## src/rtl/fifo_read_drain_if.sv

```systemverilog
// Downstream valid/ready stream carried out of the read-side drain engine.
//   out_valid : out_data holds a word (driven by master)
//   out_ready : downstream accepts the word this cycle (driven by slave)
//   out_data  : word at the head of the drain buffer (driven by master)
`ifndef DATA
`define DATA 8
`endif

interface fifo_read_drain_if #(
  parameter int DATA = `DATA
);
  logic            out_valid;
  logic            out_ready;
  logic [DATA-1:0] out_data;

  modport master (output out_valid, output out_data, input out_ready);
  modport slave  (input out_valid, input out_data, output out_ready);
endinterface

```

## src/rtl/fifo_read_drain.sv

```systemverilog
// Read-side drain engine for the asynchronous FIFO, entirely in the rclk domain.
// Pops show-ahead words from the FIFO read port into a 2-entry buffer and
// presents them downstream as a valid/ready stream.
//   rclk      : read-domain clock, rising edge
//   rrstn     : asynchronous active-low reset
//   rempty    : FIFO empty flag
//   rdata     : FIFO head word, valid while rempty = 0
//   rinc      : FIFO pop request
//   drain_en  : enables popping from the FIFO
//   down      : downstream stream (out_valid / out_ready / out_data)
//   buf_level : buffer occupancy 0..2
//   rd_count  : words delivered downstream, wraps modulo 2^CNT_W
`ifndef DATA
`define DATA 8
`endif

module fifo_read_drain #(
  parameter int DATA  = `DATA,
  parameter int CNT_W = 16
) (
  input  logic               rclk,
  input  logic               rrstn,
  input  logic               rempty,
  input  logic [DATA-1:0]    rdata,
  output logic               rinc,
  input  logic               drain_en,
  fifo_read_drain_if.master  down,
  output logic [1:0]         buf_level,
  output logic [CNT_W-1:0]   rd_count
);

  typedef enum logic [1:0] {
    OCC_EMPTY = 2'd0,
    OCC_ONE   = 2'd1,
    OCC_FULL  = 2'd2
  } occ_e;

  occ_e            occ_q, occ_d;
  logic [DATA-1:0] head_q, head_d;
  logic [DATA-1:0] tail_q, tail_d;
  logic            push;
  logic            pop_out;

  // Pop only while out of reset, enabled, FIFO non-empty and buffer has room.
  // Deliberately no out_ready term: the buffer absorbs one cycle of stall.
  assign rinc    = rrstn & drain_en & ~rempty & (occ_q != OCC_FULL);
  assign push    = rinc;

  assign down.out_valid = (occ_q != OCC_EMPTY);
  assign down.out_data  = head_q;
  assign pop_out        = down.out_valid & down.out_ready;
  assign buf_level      = occ_q;

  // NOTE: every signal written here gets a default first so no latch is inferred.
  always_comb begin
    occ_d  = occ_q;
    head_d = head_q;
    tail_d = tail_q;
    unique case (occ_q)
      OCC_EMPTY: begin
        if (push) begin
          occ_d  = OCC_ONE;
          head_d = rdata;
        end
      end
      OCC_ONE: begin
        if (push && pop_out) begin
          // Head leaves and the new word takes its place in one edge.
          head_d = rdata;
        end else if (push) begin
          occ_d  = OCC_FULL;
          tail_d = rdata;
        end else if (pop_out) begin
          occ_d  = OCC_EMPTY;
        end
      end
      OCC_FULL: begin
        // push is impossible here; only the head can leave.
        if (pop_out) begin
          occ_d  = OCC_ONE;
          head_d = tail_q;
        end
      end
      default: occ_d = OCC_EMPTY;
    endcase
  end

  // NOTE: sequential state uses non-blocking assignments so every register
  // samples pre-edge values regardless of process ordering.
  // NOTE: the data slots are reset too, because out_data must read 0 in reset.
  always_ff @(posedge rclk or negedge rrstn) begin
    if (!rrstn) begin
      occ_q    <= OCC_EMPTY;
      head_q   <= '0;
      tail_q   <= '0;
      rd_count <= '0;
    end else begin
      occ_q  <= occ_d;
      head_q <= head_d;
      tail_q <= tail_d;
      if (pop_out) rd_count <= rd_count + CNT_W'(1);
    end
  end

endmodule

```

## src/flat_wrapper.sv

```systemverilog
// flat-port wrapper written by rule: the top's interface ports become plain ports
module fifo_read_drain_flat 
#(
  parameter int DATA  = `DATA,
  parameter int CNT_W = 16
)
  (rclk, rrstn, rempty, rdata, rinc, drain_en, buf_level, rd_count, down_out_valid, down_out_data, down_out_ready);
  fifo_read_drain_if #(.DATA(DATA)) down_i ();
  input  logic rclk;
  input  logic rrstn;
  input  logic rempty;
  input  logic [DATA-1:0] rdata;
  output logic rinc;
  input  logic drain_en;
  output logic [1:0] buf_level;
  output logic [CNT_W-1:0] rd_count;
  output wire logic [$bits(down_i.out_valid)-1:0] down_out_valid;
  output wire logic [$bits(down_i.out_data)-1:0] down_out_data;
  input wire logic [$bits(down_i.out_ready)-1:0] down_out_ready;
  assign down_out_valid = down_i.out_valid;
  assign down_out_data = down_i.out_data;
  assign down_i.out_ready = down_out_ready;
  fifo_read_drain #(.DATA(DATA), .CNT_W(CNT_W)) u_core (.rclk(rclk), .rrstn(rrstn), .rempty(rempty), .rdata(rdata), .rinc(rinc), .drain_en(drain_en), .down(down_i), .buf_level(buf_level), .rd_count(rd_count));
endmodule
```

## config.mk

```make
export PLATFORM = sky130hd
export DESIGN_NAME = fifo_read_drain_flat
export DESIGN_NICKNAME = d
export VERILOG_FILES = /design/src/rtl/fifo_read_drain_if.sv /design/src/rtl/fifo_read_drain.sv /design/src/flat_wrapper.sv
export SDC_FILE = /design/constraint.sdc
export NUM_CORES = 1
export LEC_CHECK = 0
export BUFFER_PORTS_ARGS = -buffer_cell sky130_fd_sc_hd__buf_2
export CAP_MARGIN = 20
export CORE_ASPECT_RATIO = 1.1
export CORE_MARGIN = 4
export CORE_UTILIZATION = 39
export DETAILED_ROUTE_END_ITERATION = 7
export GPL_TIMING_DRIVEN = 0
export HOLD_SLACK_MARGIN = 0.06
export SLEW_MARGIN = 20
export SYNTH_ARGS = -nofsm -noshare
export SYNTH_HDL_FRONTEND = slang
export SYNTH_SLANG_ARGS = --single-unit
```

## constraint.sdc

```tcl
create_clock -name rclk -period 1.82 [get_ports rclk]
set_input_delay 0.091 -clock rclk [delete_from_list [all_inputs] [get_ports rclk]]
set_output_delay 0.091 -clock rclk [all_outputs]
set_load 0.05 [all_outputs]
```

==> run metrics, run 1 <==
fin util 0.530; Seq. cell area 851 µm²; r2r startpoint u_core.buf_level[1]; per-cell routed wire length 13.4 µm; CP max FO 8; vias in the first global route 1087; dpl hpwl 2150 µm; total routed wirelength 3050 µm; Post-DRT Antenna Nets 0; Post-Syn Instances 123; FF+latch count, synth 34; total number of vias 1130; Critical R2R Capture u_core.down.out_data[7]; Pint 1.50 mW; Overall Power 2.37 mW; post-route cell area 1940 µm²; Pleak 0.987 nW; Setup Fix Bufs, Post-CTS 0; f_max 642 MHz; Syn Area/Cell 12.0 µm²; sw frac 0.369; clock buffer depth 2; worst r2r path cells 4; Rows 23; status complete, no violations; syn_nets 137; GR Util All Layers 0.141; drt initial violations 21; VDD IR-drop max 0.546 mV; clk sink count 34; final setup fails 0; Cell variety after synth 31; Min-Delay Endpoint u_core.tail_q[5]; Hold Crit Depth 2; Combinational Power Share 0.306; TritonCTS clock tree built; share of total power in the clock network 0.267; crit share post-route 0.855; Slew Limit Fails 0; routability cong. 0.763; footprint of the multi-input gates 587 µm²; Post-Place Cell Area 1740 µm²; Finished Layout Cells 228; Reg power frac 0.428; Congestion Overflow GR 0; hold crit path type in2reg; # port buffers 39; # IOs 41; # DRC 0; Main synth FF type dfrtp_1; Seq/Total Area, Yosys 0.576; Die Wd 66.7 µm; clk_skew 2.88 ps; commonest cells after routing, fill and taps aside buf_2 (40), dfrtp_1 (34), xnor2_1 (11); Area growth, synth to finish 31.0%; core area 3650 µm²; mapped cell area 1480 µm²; min-delay src rdata[5]; Inst Count DP 212; Die Y 72.6 µm; Clk Tree Root Cell clkbuf_8; Hold Vio Cnt, Final 0; Worst Path Required 1970 ps; Worst-Margin Slew 421 ps; Setup crit end kind flop; crit path DAT 1700 ps; # diodes 0; CTS Buf Count 5; Die Area 4840 µm²; Max-Cap Viols 0; commonest non-fill, non-tap cell in the layout buf_2; initial antenna violation count 0; TritonRoute pass-1 iters 4; layout cell share with drive strength beyond 1 0.376; initial core utilization 0.404; Tmin final 1560 ps; CTS H-tree depth 2; R2R Setup Slk 260 ps; slew margin rel. 0.719; clock-pin slew on the worst setup and hold paths 60 ps; Async SR Flop Fraction 1.00; Vias/cell 4.96; critical path class reg2reg; power density cells 1230 nW/µm²; Total Nets Final 191; total negative slack 0 ps; startpoint type of the worst setup path flop; number of synthesized flops with an enable pin 0; largest net degree at the start of global routing 35; P_sw 0.876 mW; RSZ-0062 raised after global routing no; wire length of the first global-routing pass 5020 µm; number of fill cells 338; Syn. warnings 0; clk_lat worst skew 280 ps
## logic make-up after synthesis
family	Yosys count	synth area share
flops	34	0.576
xor+xnor	15	0.0889
compound gates	22	0.0957
simple gates	31	0.129
mux	10	0.0754
buf+inv	10	0.0271
fa+ha+maj	1	0.00847
## cell usage after synthesis (2+ instances only)
| cell | count | area [µm²] |
|---|---|---|
| inv_1 | 8 | 30.0 |
| nor2_1 | 4 | 15.0 |
| nand3_1 | 5 | 25.0 |
| mux2_2 | 9 | 101 |
| xor2_1 | 4 | 35.0 |
| dfrtp_1 | 34 | 851 |
| xnor2_1 | 11 | 96.3 |
| a21oi_1 | 9 | 45.0 |
| and4_1 | 2 | 17.5 |
| o22ai_1 | 9 | 56.3 |
| nand4_1 | 3 | 18.8 |
| nand2_1 | 6 | 22.5 |
## per-layer routing
metal / global-route usage / wire (µm) / up-vias
met4: 0.0813 / 70 / 0
li1: - / - / 541
met3: 0.0449 / 150 / 7
met2: 0.232 / 1570 / 32
met1: 0.160 / 1260 / 550
met5: 0 / 0 / -
## worst max-delay path by stage
stage / cells past startpoint / slack [ps] / endpoint / start
final: 4 / 260 / u_core.down.out_data[7] / u_core.buf_level[1]
after global routing: 4 / 160 / u_core.down.out_data[2] / u_core.buf_level[1]
after CTS: 4 / 250 / u_core.down.out_data[7] / u_core.buf_level[1]
after detailed placement: 6 / 50 / u_core.down.out_data[6] / rrstn
after global placement: 6 / 100 / u_core.down.out_data[4] / rrstn
after floorplan: 2 / 70 / rinc / u_core.buf_level[0]
## layout make-up
class / instances / area share
repair buffers: 47 / 0.147
clock buffers: 8 / 0.0569
flip-flops and latches: 34 / 0.440
inverters: 8 / 0.0155
plain buffers: 2 / 0.00517
multi-input cells: 79 / 0.303
well taps: 50 / 0.0323
## critical path, stage by stage, from the launching register on
cell	delay [ps]
dfrtp_1	490
and4bb_4	270
a21oi_2	150
a2bb2oi_2	380
a21oi_1	140
## sequential cells by signal, summed over array words and instances, names as in the netlist
signal                cells
u_core.down.out_data      8
u_core.buf_level          2
u_core.tail_q             8
u_core.rd_count          16
## power groups by stage
stage	Combinational [mW]	Sequential, mW	Clock (mW)
floorplan	0.206	1.35	0
global placement	0.701	1.02	0
detailed placement	0.716	1.03	0
CTS	0.735	1.02	0.657
global route	0.774	1.04	0.687
finish	0.725	1.01	0.633
## repair_timing
| action | 4_1_cts | 5_1_grt |
|---|---|---|
| setup endpoints to repair | 0 | 0 |
| hold endpoints to repair | 40 | 0 |
| hold buffers | 8 | 0 |
| resized for setup | 0 | 0 |
## through the flow
stage	worst slack [ps]	hold WS, ps
6_report	263	83.3
5_1_grt	158	68.4
4_1_cts	250	71.9
3_5_place_dp	49.8	216
3_3_place_gp	100	202
2_1_floorplan	67.2	-205
No activity file was read; power rests on OpenSTA's default activity.
==> run 2, diff against run 1 <==
--- a/config.mk
+++ b/config.mk
@@ -5,6 +5,7 @@
 export SDC_FILE = /design/constraint.sdc
 export NUM_CORES = 1
 export LEC_CHECK = 0
+export ABC_AREA = 1
 export BUFFER_PORTS_ARGS = -buffer_cell sky130_fd_sc_hd__buf_2
 export CAP_MARGIN = 20
 export CORE_ASPECT_RATIO = 1.1
==> run metrics, run 2 <==
TritonCTS clock tree built; dpl hpwl 2930 µm; Overall Power 3.29 mW; RSZ-0062 raised after global routing no; crit path DAT 1480 ps; core area 4380 µm²; dpl ws -112 ps; clock buffer depth 2; commonest cells after routing, fill and taps aside nand2_1 (87), buf_2 (40), dfrtp_1 (32); number of synthesized flops with an enable pin 0; syn_nets 233; CP max stage delay 520 ps; startpoint type of the worst setup path primary input; post-synth top area cell dfrtp_1; per-cell routed wire length 12.3 µm; sw frac 0.491; # diodes 0; total negative slack 0 ps; critical path class in2out; Clk Tree Root Cell clkbuf_8; slowest CP cell dlygate4sd3_1; # IOs 41; status complete, no violations; Pint 1.67 mW; Pleak 1.15 nW; P_sw 1.61 mW; Cell variety after synth 25; largest net degree at the start of global routing 35; Area contributors post-synth dfrtp_1 (47%), nand2_1 (18%), inv_1 (4.0%), o21ai_2 (3.9%), o21ai_0 (3.6%); Setup Fix Bufs, Post-CTS 0; max FFs per register 16; Slew Limit Fails 0; layout cell share with drive strength beyond 1 0.265; commonest cells in the netlist nand2_1 (87), dfrtp_1 (34), inv_1 (19); Rows 25; # DRC 0; total number of vias 1518; wire length of the first global-routing pass 7110 µm; fin util 0.498; GR Util All Layers 0.161; CTS resizes 0; Post-Place Cell Area 2070 µm²; hold crit path type in2reg; # port buffers 40; TritonRoute pass-1 iters 4; CTS Buf Count 5; Inst Count DP 313; Worst-Margin Slew 348 ps; initial antenna violation count 0; Setup crit end kind primary output; routability cong. 0.770; Hold WS 68.0 ps; Area growth, synth to finish 20.9%; post-route cell area 2180 µm²; CP max FO 3; mapped cell area 1800 µm²; Async SR Flop Fraction 1.00; Worst Path Required 1730 ps; Final WS setup 253 ps; Reg with most FFs u_core.rd_count; f_max 638 MHz; Die Wd 72.9 µm; clk_lat worst skew 280 ps; Finished Layout Cells 322; Die Area 5780 µm²; FF+latch count, synth 34; Hold Vio Cnt, Final 0; Critical Path Most Common Cell buf_2; Tmin final 1570 ps; clock-pin slew on the worst setup and hold paths 60 ps; CTS H-tree depth 2; crit path cell chain dlygate4sd3_1, buf_2, nand3b_1, nor2_4, buf_2; number of hold buffers added after cts 2; Congestion Overflow GR 0; clk_skew 2.05 ps; total routed wirelength 3950 µm; drt initial violations 57; commonest non-fill, non-tap cell in the layout nand2_1; Reg power frac 0.371; clk sink count 34; Synth top area share 0.472; number of fill cells 451; slew margin rel. 0.768; Post-Syn Instances 219; Seq/Total Area, Yosys 0.472; vias in the first global route 1563; final setup fails 0; Vias/cell 4.71; Combinational Power Share 0.470; Die Y 79.3 µm; Max-Cap Viols 0; initial core utilization 0.412; Syn. warnings 0; share of total power in the clock network 0.159; VDD IR-drop max 0.715 mV; most frequent cell after synthesis nand2_1; Post-DRT Antenna Nets 0; Main synth FF type dfrtp_1; power density cells 1510 nW/µm²; crit share post-route 0.861; Syn Area/Cell 8.24 µm²; Total Nets Final 282
## run 2: routing by layer
layer / wire (µm) / share of wire / global-route usage / vias up
li1: - / - / - / 789
met1: 1930 / 0.49 / 0.217 / 692
met2: 1750 / 0.44 / 0.240 / 30
met3: 193 / 0.049 / 0.0468 / 7
met4: 78 / 0.020 / 0.0683 / 0
met5: 0 / 0 / 0 / -
## run 2: power groups by stage
stage               combinational [mW]  sequential [mW]  clock (mW)
CTS                               1.56             1.22       0.541
floorplan                        0.597             1.82           0
global route                      1.68             1.27       0.586
finish                            1.54             1.22       0.522
global placement                  1.53             1.22           0
detailed placement                1.55             1.23           0
## run 2: final timing paths
| path | cells after the start | start | end | slack [ps] |
|---|---|---|---|---|
| min in group asynchronous | 3 | rrstn | u_core.tail_q[1] | 350 |
| setup / recovery | 5 | rrstn | rinc | 250 |
| max in group asynchronous | 3 | rrstn | u_core.buf_level[1] | 1270 |
| hold reg to reg | 2 | u_core.tail_q[4] | u_core.tail_q[4] | 480 |
| hold / removal | 3 | rdata[5] | u_core.tail_q[5] | 70 |
| setup reg to reg | 6 | u_core.buf_level[0] | u_core.down.out_data[2] | 280 |
## run 2: logic make-up (layout without fill, tap and decap cells)
kind of cell    after synthesis  in the layout  share of synthesized area
simple gates                132            132                      0.354
xor+xnor                      8              8                     0.0388
compound gates               21             21                     0.0749
flops                        34             34                      0.472
buf+inv                      23             72                     0.0541
fa+ha+maj                     1              1                    0.00693
## run 2: cell type report
class                   instances  area, µm²  area share
clock buffers                   7       76.3      0.0350
flip-flops and latches         34        853       0.391
well taps                      54       67.6      0.0310
repair buffers                 42        230       0.106
multi-input cells             162        856       0.392
plain buffers                   3       22.5      0.0103
inverters                      20       75.1      0.0344
## run 2: critical path: cells and delay by family
family                 cells  cell delay, ps
buffers and inverters      3             980
and+or+nand+nor            2             400
